$ cat config.mk
export PLATFORM = sky130hd
export DESIGN_NAME = instr_imm_packer
export DESIGN_NICKNAME = d
export VERILOG_FILES = /design/src/rtl/instr_imm_packer.sv
export SDC_FILE = /design/constraint.sdc
export NUM_CORES = 1
export LEC_CHECK = 0
export ABC_AREA = 1
export ABC_CLOCK_PERIOD_IN_PS = 5100
export BUFFER_PORTS_ARGS = -buffer_cell sky130_fd_sc_hd__buf_4
export CORE_ASPECT_RATIO = 0.9
export CORE_MARGIN = 5
export CORE_UTILIZATION = 53
export CTS_CLUSTER_DIAMETER = 30
export DETAILED_ROUTE_END_ITERATION = 8
export PLACE_DENSITY = 0.8
export SLEW_MARGIN = 20
export SYNTH_ARGS = -nofsm -noshare
export SYNTH_HDL_FRONTEND = slang
export SYNTH_SLANG_ARGS = --single-unit
export TNS_END_PERCENT = 50
$ cat constraint.sdc
create_clock -name clk -period 5.1 [get_ports clk]
set_input_delay 0.255 -clock clk [delete_from_list [all_inputs] [get_ports clk]]
set_output_delay 0.255 -clock clk [all_outputs]
set_load 0.01 [all_outputs]
$ cat src/rtl/instr_imm_packer.sv
// RV32 I/S-type instruction encoder with immediate range check and a 2-entry
// address-tagged output buffer. Define IMM_SAT_EN to saturate out-of-range immediates.
module instr_imm_packer #(
    parameter int unsigned ADDR_W    = 8,
    parameter int unsigned BASE_ADDR = 0
) (
    input  logic              clk,
    input  logic              rst,
    input  logic              in_valid,
    output logic              in_ready,
    input  logic              in_fmt,
    input  logic [6:0]        in_opcode,
    input  logic [2:0]        in_funct3,
    input  logic [4:0]        in_rd,
    input  logic [4:0]        in_rs1,
    input  logic [4:0]        in_rs2,
    input  logic [31:0]       in_imm,
    output logic              out_valid,
    input  logic              out_ready,
    output logic [31:0]       out_instr,
    output logic [ADDR_W-1:0] out_addr,
    output logic              err_ovf,
    input  logic              err_clr
);

    logic [1:0]        count;
    logic              rd_ptr;
    logic              wr_ptr;
    logic [ADDR_W-1:0] addr_cnt;
    logic [31:0]       buf_instr [2];
    logic [ADDR_W-1:0] buf_addr  [2];

    logic              accept;
    logic              in_range;
    logic [11:0]       imm12;
    logic [31:0]       instr;
    logic              push;
    logic              pop;

    assign in_ready  = (count < 2'd2);
    assign out_valid = (count != 2'd0);
    assign accept    = in_valid && in_ready;
    assign pop       = out_valid && out_ready;

    // Bits 31:11 must all equal the sign bit for the value to fit in 12 bits.
    assign in_range  = (&in_imm[31:11]) || (~|in_imm[31:11]);

    always_comb begin
        imm12 = in_imm[11:0];
        push  = accept && in_range;
`ifdef IMM_SAT_EN
        if (!in_range) begin
            imm12 = in_imm[31] ? 12'h800 : 12'h7FF;
        end
        push = accept;
`endif
        if (in_fmt) begin
            instr = {imm12[11:5], in_rs2, in_rs1, in_funct3, imm12[4:0], in_opcode};
        end else begin
            instr = {imm12, in_rs1, in_funct3, in_rd, in_opcode};
        end
    end

    always_ff @(posedge clk) begin
        if (rst) begin
            count    <= '0;
            rd_ptr   <= 1'b0;
            wr_ptr   <= 1'b0;
            addr_cnt <= ADDR_W'(BASE_ADDR);
            err_ovf  <= 1'b0;
        end else begin
            count <= count + {1'b0, push} - {1'b0, pop};
            if (push) begin
                wr_ptr   <= ~wr_ptr;
                addr_cnt <= addr_cnt + 1'b1;
            end
            if (pop) begin
                rd_ptr <= ~rd_ptr;
            end
            if (accept && !in_range) begin
                err_ovf <= 1'b1;
            end else if (err_clr) begin
                err_ovf <= 1'b0;
            end
        end
    end

    // Storage needs no reset; pointers and count gate what is visible.
    always_ff @(posedge clk) begin
        if (!rst && push) begin
            buf_instr[wr_ptr] <= instr;
            buf_addr[wr_ptr]  <= addr_cnt;
        end
    end

    assign out_instr = out_valid ? buf_instr[rd_ptr] : '0;
    assign out_addr  = out_valid ? buf_addr[rd_ptr]  : '0;

endmodule

== Word-level counts from Yosys, hierarchy flattened ==
Memories as Yosys holds them, arrays and structs flattened. A register that Yosys moved wholly into a read port is not among the register bits.
Cells that the tools add are included.

* $add $sub $neg: 3
* Order comparisons: 1
* Mux-type cells: 11
* Bitwise gates (word level): 2
* Reduce and logical (&&, ||, !) cells: 13

{| class="wikitable"
|+ Operator list
! kind !! number
|-
| 2-to-1 mux 32 bit || 1
|-
| 2-to-1 mux 25 bit || 1
|-
| AND reduction 21 bit || 1
|-
| OR reduction 21 bit || 1
|-
| adder 8 x 1 -> 8 bit, second input constant || 1
|-
| 2-to-1 mux 1 bit || 8
|-
| 2-to-1 mux 8 bit || 1
|-
| logical AND 1 bit || 5
|-
| nonzero test 2 bit || 2
|-
| logical NOT 1 bit || 3
|-
| adder 2 x 1 -> 2 bit || 1
|-
| < comparator 2 bit, second input constant || 1
|-
| NOT 1 bit || 2
|-
| subtractor 2 x 1 -> 2 bit || 1
|-
| logical OR 1 bit || 1
|}

* Flip-flop bits (word level): 13
* Memory bits (writable): 80
* Input bits: 63
* Logic and storage cells: 37
* Memories kept: 2

{| class="wikitable"
|+ Memories
! memory !! depth !! bits a word !! read ports !! clocked after memory_dff !! wr ports !! RTL line !! RTL
|-
| buf_instr || 2 || 32 || 1 || 1 || 1 || 30 || <nowiki>logic [31:0] buf_instr [2];</nowiki>
|-
| buf_addr || 2 || 8 || 1 || 1 || 1 || 31 || <nowiki>logic [ADDR_W-1:0] buf_addr [2];</nowiki>
|}

== Depth between registers and ports, before layout ==
Gate-level depths: netlist (run 1).

* Depth after elaboration: 7
* Gate-level depth with buffers: 14

== Worst setup path after synthesis (run 1) ==
Ideal clock, no wire load.

* Path type: input-to-reg
* Start point: input in_imm[12]
* End point: memory buf_addr[0][0], enable pin
* Setup time: 0.438 ns
* Arrival time: 2.712 ns
* Path slack: 1.951 ns
* Cell stages on the path: 7
* Path buffers: 1
* Cells stage by stage: or2_1 -> nor2_2 -> nand3_2 -> nand2_4 -> nand2_4 -> buf_6 -> nor2_1

* Cells in the longest elaborated chain, start to end: 7
* Elaborated cells between the ends (all ways): 8
* Those cells by class: mux (2); reduce/logical (6)

{| class="wikitable"
|+ RTL lines
! element !! RTL line !! RTL
|-
| start: declaration || 17 || <nowiki>input logic [31:0] in_imm,</nowiki>
|-
| OR reduction 21 bit || 46 || <nowiki>assign in_range = (&in_imm[31:11]) || (~|in_imm[31:11]);</nowiki>
|-
| logical NOT 1 bit || 46 ||
|-
| logical OR 1 bit * || 46 ||
|-
| logical AND 1 bit * || 50 || <nowiki>push = accept && in_range;</nowiki>
|-
| logical AND 1 bit * || 90 || <nowiki>if (!rst && push) begin</nowiki>
|-
| 2-to-1 mux 1 bit * || 90 ||
|-
| 2-to-1 mux 1 bit (not written as such) * || 92 || <nowiki>buf_addr[wr_ptr] <= addr_cnt;</nowiki>
|-
| end: declaration || 31 ||
|}

Every way passes the cells marked *; elsewhere a longest branch is shown, timed or not.

==> impl_results.md, run 1 <==
* Status: finished clean
* Sequential area share after synthesis at 68.0%
* Peak Freq at 431 MHz
* Slew Limit Headroom at 34.6%
* Clock sinks at 94
* # rows at 29
* Post-CTS Setup Repair Bufs at 0
* Worst R2R End: count[1]
* Synth top area cells: edfxtp_1 (61%), nand2_1 (11%), a21oi_1 (7.2%)
* Die Span X at 101 µm
* FF+latch count, synth at 94
* Worst slew pin tran at 0.978 ns
* Number of synthesized flops with an enable pin at 80
* Max Slew Vio Count at 0
* Hold Vio Cnt, Final at 0
* Worst Skew at 0.0110 ns
* Congestion Overflow GR at 0
* Port bufs at 105
* VDD IR-drop max at 0.000164 V
* DRC at 0
* Total track usage at 18.4%
* GP Congestion at 0.806
* Post-DP HPWL at 5470 µm
* I/O pin count at 106
* Top-area cell type share of the netlist area at 60.9%
* Core Region at 7150 µm²
* Mapped Area at 3940 µm²
* Ys flop type: edfxtp_1
* Nets at 540
* Synth Warn # at 0
* Clock-pin slew on the worst setup and hold paths at 0.10 ns
* # resized after CTS at 0
* CTS tree: built
* Min-Delay Path Class: in2reg
* Leakage at 2.03 nW
* Fillers at 502
* Largest net degree at the start of global routing at 42
* Area growth syn-to-layout at 27.8%
* Hold Startpoint: in_funct3[1]
* Hold-critical path endpoint: buf_instr[1][13]
* RSZ-0062 raised after global routing: false
* MaxCap Viol Count at 0
* CTS Hold Bufs at 0
* Die area at 9270 µm²
* Clk Latency, worst-skew pair at 0.36 ns
* WP data arrival at 2.07 ns
* H-tree Lvls at 3
* Commonest cells in the netlist: nand2_1 (120), edfxtp_1 (80), a21oi_1 (57)
* Number of global-route vias before repair at 2957
* Post-route minimum period at 2.32 ns
* Core Util, Final at 70.5%
* WP data required at 4.85 ns
* Initial core utilization at 55.2%
* Crit path launch type: flop
* WL/cell at 14.8 µm
* Async SR Flop Fraction at 0%
* Mapped Nets at 439
* Clk buf depth at 2
* Initial antenna violation count at 0
* Synthesized area per cell at 10.6 µm²
* Post-synthesis cell count at 373
* Non-Filler Instances at 572
* Initial drt markers at 148
* Layout cells sized above 1 at 29.0%
* Pwr dens at 281 nW/µm²
* Overall via count from detail_route at 2964
* Pre-antenna DRT Iters at 4
* Cell taking the most area after synthesis: edfxtp_1
* Worst Path Max Fanout at 41
* First-pass GRT wire length at 13400 µm
* R2r worst-path depth at 10
* CTS root buf: clkbuf_8
* Most frequent cell after synthesis: nand2_1
* ANT cells at 0
* Final Cycle Share at 45.5%
* Setup_tns at 0 ns
* Hold path depth at 1
* Crit Path Class: reg2out
* Worst R2R Start: count[1]
* Num CTS Buffers at 9
* Dpl cells at 555
* Post-DRT Antenna Nets at 0
* Crit. End Element: primary output
* Distinct cell type count after synthesis at 24
* Reg-to-reg slack, setup at 2.78 ns
* Vias per std cell at 5.18
* WL final at 8450 µm
* Final setup vio count at 0
* Die Span Y at 91.8 µm
power by group:
part / total [mW] / internal [mW] / switching [mW]
combinational: 0.0637 / 0.0365 / 0.0273
clock: 0.519 / 0.239 / 0.280
sequential: 0.831 / 0.831 / 0.000246
total: 1.41 / 1.11 / 0.307
final cells by class:
| type | count | area (µm²) | area share [%] |
|---|---|---|---|
| Sequential cell | 94 | 2680 | 53.2 |
| Clock inverter | 7 | 88.8 | 1.76 |
| Multi-Input combinational cell | 243 | 1140 | 22.6 |
| Tap cell | 93 | 116 | 2.31 |
| Timing Repair Buffer | 108 | 823 | 16.3 |
| Inverter | 18 | 67.6 | 1.34 |
| Clock buffer | 9 | 124 | 2.46 |
cell families after synthesis:
logic type | Yosys count | share of synthesized area, %
AO/OA/AOI/OAI | 65 | 8.35
XOR/XNOR | 5 | 1.11
adder cells (fa/ha/maj) | 3 | 0.952
buffers and inverters | 36 | 3.65
flip-flops | 94 | 68.0
AND/OR/NAND/NOR | 170 | 17.9
registers in the layout, summed over array words and instances, names as in the netlist, named ones only:
signal and cells:
count 2, err_ovf 1, addr_cnt 8, rd_ptr 1, buf_instr 64, buf_addr 16, wr_ptr 1
worst max-delay path by stage:
stage / start / endpoint / slack (ns)
after CTS: count[1] / buf_instr[0][23] / 2.69
after floorplan: in_imm[12] / buf_addr[0][0] / 1.95
after global placement: in_imm[12] / buf_instr[0][27] / 2.66
final: flop / out_addr[6] / 2.78
after global routing: count[1] / count[1] / 2.58
after detailed placement: in_imm[12] / buf_instr[0][15] / 2.61
metal layers:
| layer | global-route usage (%) | wire length [µm] |
|---|---|---|
| met5 | 0 | 0 |
| met4 | 5.32 | 76 |
| met3 | 6.37 | 829 |
| met2 | 30.9 | 4140 |
| met1 | 22.4 | 3400 |
worst max-delay path, stage by stage (launching register included):
cell and delay, ns:
dfxtp_1 0.31, buf_4 0.27, inv_2 0.58, nand2_1 0.11
a21oi_1 0.25, buf_4 0.18
stage by stage:
| step | setup slack, ns | total power [mW] | hold WS (ns) | cell area, µm² |
|---|---|---|---|---|
| 3_3_place_gp | 2.66 | 0.910 | 0.443 | 4810 |
| 3_5_place_dp | 2.61 | 0.912 | 0.444 | 4810 |
| 4_1_cts | 2.69 | 1.42 | 0.0555 | 5020 |
| 5_1_grt | 2.58 | 1.47 | 0.0386 | 5040 |
| 2_1_floorplan | 1.95 | 0.866 | 0.354 | 3940 |
| 6_report | 2.78 | 1.41 | 0.0699 | 5040 |
layout by cell type, fill, tap and decap left out:
| cell | n |
|---|---|
| nand3_1 | 11 |
| clkinvlp_4 | 1 |
| nand4_1 | 1 |
| nor2_1 | 25 |
| buf_12 | 1 |
| inv_1 | 14 |
| o21ai_1 | 1 |
| clkinv_4 | 1 |
| or2_1 | 1 |
| inv_2 | 4 |
| nand2_1 | 120 |
| buf_4 | 107 |
| clkbuf_8 | 9 |
| nor2_2 | 3 |
| o21ai_2 | 1 |
| bufinv_16 | 1 |
| a21oi_1 | 57 |
| ha_1 | 3 |
| inv_6 | 1 |
| xnor2_1 | 1 |
| nor2_4 | 2 |
| nand3_2 | 2 |
| nand3b_1 | 2 |
| nand2_4 | 2 |
| nor3_4 | 1 |
| inv_8 | 3 |
| xor2_1 | 4 |
| edfxtp_1 | 80 |
| o21ai_0 | 6 |
| dfxtp_1 | 14 |
No activity file was read; power rests on OpenSTA's default activity.
==> run 2: changes to the inputs <==
- ABC_CLOCK_PERIOD_IN_PS: 5100 -> 2100
- CORE_UTILIZATION: 53 -> 47
- PLACE_DENSITY: 0.8 -> 0.75
- clock period: 5.1 -> 2.1 ns (I/O delays scaled with it)
==> run 2 against run 1 <==
  * Non-clock buffer count increased by 32
  * Clock-buffer cell count grew 1
  * Wire length up 1.2%
  * Register-to-register slack got worse by 2.3 ns
  * Core utilization fell by 4.6 points
  * Sequential share of layout area fell by 3.1 points
  * Critical path depth up 8
  * Sequential cell count unchanged
  * Critical path type is now in2reg
==> impl_results.md, run 2 (same netlist as run 1, synthesis figures left out) <==
* Overall via count from detail_route at 3010 (was 2964)
* RSZ-0062 raised after global routing: false (unchanged)
* Max Slew Vio Count at 0 (unchanged)
* Pwr dens at 611 nW/µm² (was 281 nW/µm²)
* H-tree Lvls at 3 (unchanged)
* Total power draw at 3.27 mW (was 1.41 mW)
* CTS root buf: clkbuf_8 (unchanged)
* Max incr delay on CP at 0.53 ns (was 0.58 ns)
* Fillers at 609 (was 502)
* Crit path launch type: input pin (was flop)
* Post-route minimum period at 1.96 ns
* CP delay by family, top: buffers and inverters (unchanged)
* Hold Vio Cnt, Final at 0 (unchanged)
* Worst R2R Start: count[1] (unchanged)
* MaxCap Viol Count at 0 (unchanged)
* Top reg by flops: buf_instr (unchanged)
* Leakage at 2.15 nW (was 2.03 nW)
* Status: finished clean (unchanged)
* WP data arrival at 2.20 ns (was 2.07 ns)
* Slew Limit Headroom at 69.5% (was 34.6%)
* Layout cells sized above 1 at 28.6% (was 29.0%)
* Most frequent cells in the layout: nand2_1 (120), buf_4 (112), edfxtp_1 (80) (was nand2_1 (120), buf_4 (107), edfxtp_1 (80))
* Area growth syn-to-layout at 35.6% (was 27.8%)
* Hold Startpoint: in_rs2[0] (was in_funct3[1])
* Initial antenna violation count at 0 (unchanged)
* Post-DP HPWL at 5740 µm (was 5470 µm)
* Crit-path cells: dlygate4sd3_1 > buf_4 > or2_1 > nor2_2 > nand3_2 > nand2_4 > nand2_4 > ha_1 > inv_1 > ha_1 > xor2_1 > o21ai_0 > a21oi_1 (was buf_4 > inv_2 > nand2_1 > a21oi_1 > buf_4)
* WHS at 0.0619 ns (was 0.0699 ns)
* Die Span Y at 96.9 µm (was 91.8 µm)
* Initial core utilization at 48.6% (was 55.2%)
* Die Span X at 107 µm (was 101 µm)
* DRC at 0 (unchanged)
* First-pass GRT wire length at 14000 µm (was 13400 µm)
* Initial drt markers at 148 (unchanged)
* ANT cells at 0 (unchanged)
* Total track usage at 16.9% (was 18.4%)
* CTS tree: built (unchanged)
* Core Region at 8110 µm² (was 7150 µm²)
* Top flop regs: buf_instr: 64 flops, buf_addr: 16 flops, addr_cnt: 8 flops (unchanged)
* Worst Skew at 0.0114 ns (was 0.0110 ns)
* Crit. End Element: flop (was primary output)
* Register area at 2680 µm² (unchanged)
* Min-Delay Path Class: in2reg (unchanged)
* Slowest cell on the critical path: dlygate4sd3_1 (was inv_2)
* Clk Latency, worst-skew pair at 0.36 ns (about the same)
* Core Util, Final at 66.0% (was 70.5%)
* Final WS setup at 0.136 ns (was 2.78 ns)
* GP Congestion at 0.745 (was 0.806)
* Nets at 572 (was 540)
* Worst Path Max Fanout at 4 (was 41)
* Crit Path Class: in2reg (was reg2out)
* Number of global-route vias before repair at 3058 (was 2957)
* Final setup vio count at 0 (unchanged)
* Worst setup path startpoint: in_imm[11]
* Num CTS Buffers at 9 (unchanged)
* WL final at 8550 µm (was 8450 µm)
* # rows at 31 (was 29)
* Port bufs at 105 (unchanged)
* Clock sinks at 94 (unchanged)
* Clock-pin slew on the worst setup and hold paths at 0.09 ns (was 0.10 ns)
* Setup WS pre-CTS at 0.235 ns (was 2.61 ns)
* Post-DRT Antenna Nets at 0 (unchanged)
* Footprint of the multi-input gates at 1140 µm² (unchanged)
* WP buf/inv at 3 (unchanged)
* Peak Freq at 509 MHz
* Die area at 10300 µm² (was 9270 µm²)
* Largest register FFs at 64 (unchanged)
* I/O pin count at 106 (unchanged)
* Vias per std cell at 4.93 (was 5.18)
* WL/cell at 14.0 µm (was 14.8 µm)
* Worst slew pin tran at 0.458 ns (was 0.978 ns)
* Commonest non-fill, non-tap cell in the layout: nand2_1 (unchanged)
* Congestion Overflow GR at 0 (unchanged)
* Largest net degree at the start of global routing at 41 (was 42)
* VDD IR-drop max at 0.000360 V (was 0.000164 V)
* Final Cycle Share at 93.5%
* WP data required at 2.33 ns (was 4.85 ns)
* Clk buf depth at 2 (unchanged)
* Pre-antenna DRT Iters at 5 (was 4)
==> run 2: power breakdown <==
group | switching (mW) | leakage (nW) | internal, mW
Sequential | 0.000514 | 0.837 | 2.02
Clock | 0.619 | 0.0829 | 0.437
Combinational | 0.0739 | 1.23 | 0.119
Total | 0.694 | 2.15 | 2.57
==> run 2: path summary, 6_finish.rpt <==
check             cells after the start          endpoint  slack, ns
setup reg to reg                     10          count[1]       0.47
hold / removal                        3  buf_instr[1][20]       0.06
hold reg to reg                       2           err_ovf       0.47
setup / recovery                     13          count[1]       0.14
==> run 2: cell type report <==
class                      count  area share [%]
inverter                      18            1.26
multi-input combinational    243            21.3
clock inverter                 6           0.866
timing repair buffer         140            21.7
tap                           99            2.32
sequential                    94            50.2
clock buffer                  10            2.39
==> run 2: worst register-to-register path: cells and delay by family (launching register included) <==
family	cells	cell delay, ns
DFF	1	0.38
adders and majority gates	2	0.44
and+or+nand+nor	2	0.21
xor gates and xnor gates	1	0.15
AOI/OAI and AO/OA	2	0.21
buffers and inverters	3	0.14
==> run 2: repair_timing <==
item / CTS / global route
setup endpoints to repair: 0 / 1
hold buffers: 24 / 0
hold endpoints to repair: 47 / 0
setup buffers: 0 / 1
gates resized for setup: 0 / 0
==> run 2: routing by layer <==
layer	vias up	part of all wire (%)	global-route usage [%]
li1	1527	-	-
met3	6	8.0	4.53
met1	1368	42	20.3
met4	0	0.92	5.21
met2	109	49	29.5
met5	-	0	0
==> run 2: per-stage QoR <==
| step | cell area, µm² | cells | TNS [ns] |
|---|---|---|---|
| finish | 5350 | 610 | 0 |
| global route | 5350 | 610 | 0 |
| CTS | 5340 | 609 | 0 |
| detailed placement | 4920 | 569 | 0 |
| global placement | 4920 | 569 | 0 |
| floorplan | 3960 | 373 | -5.96 |
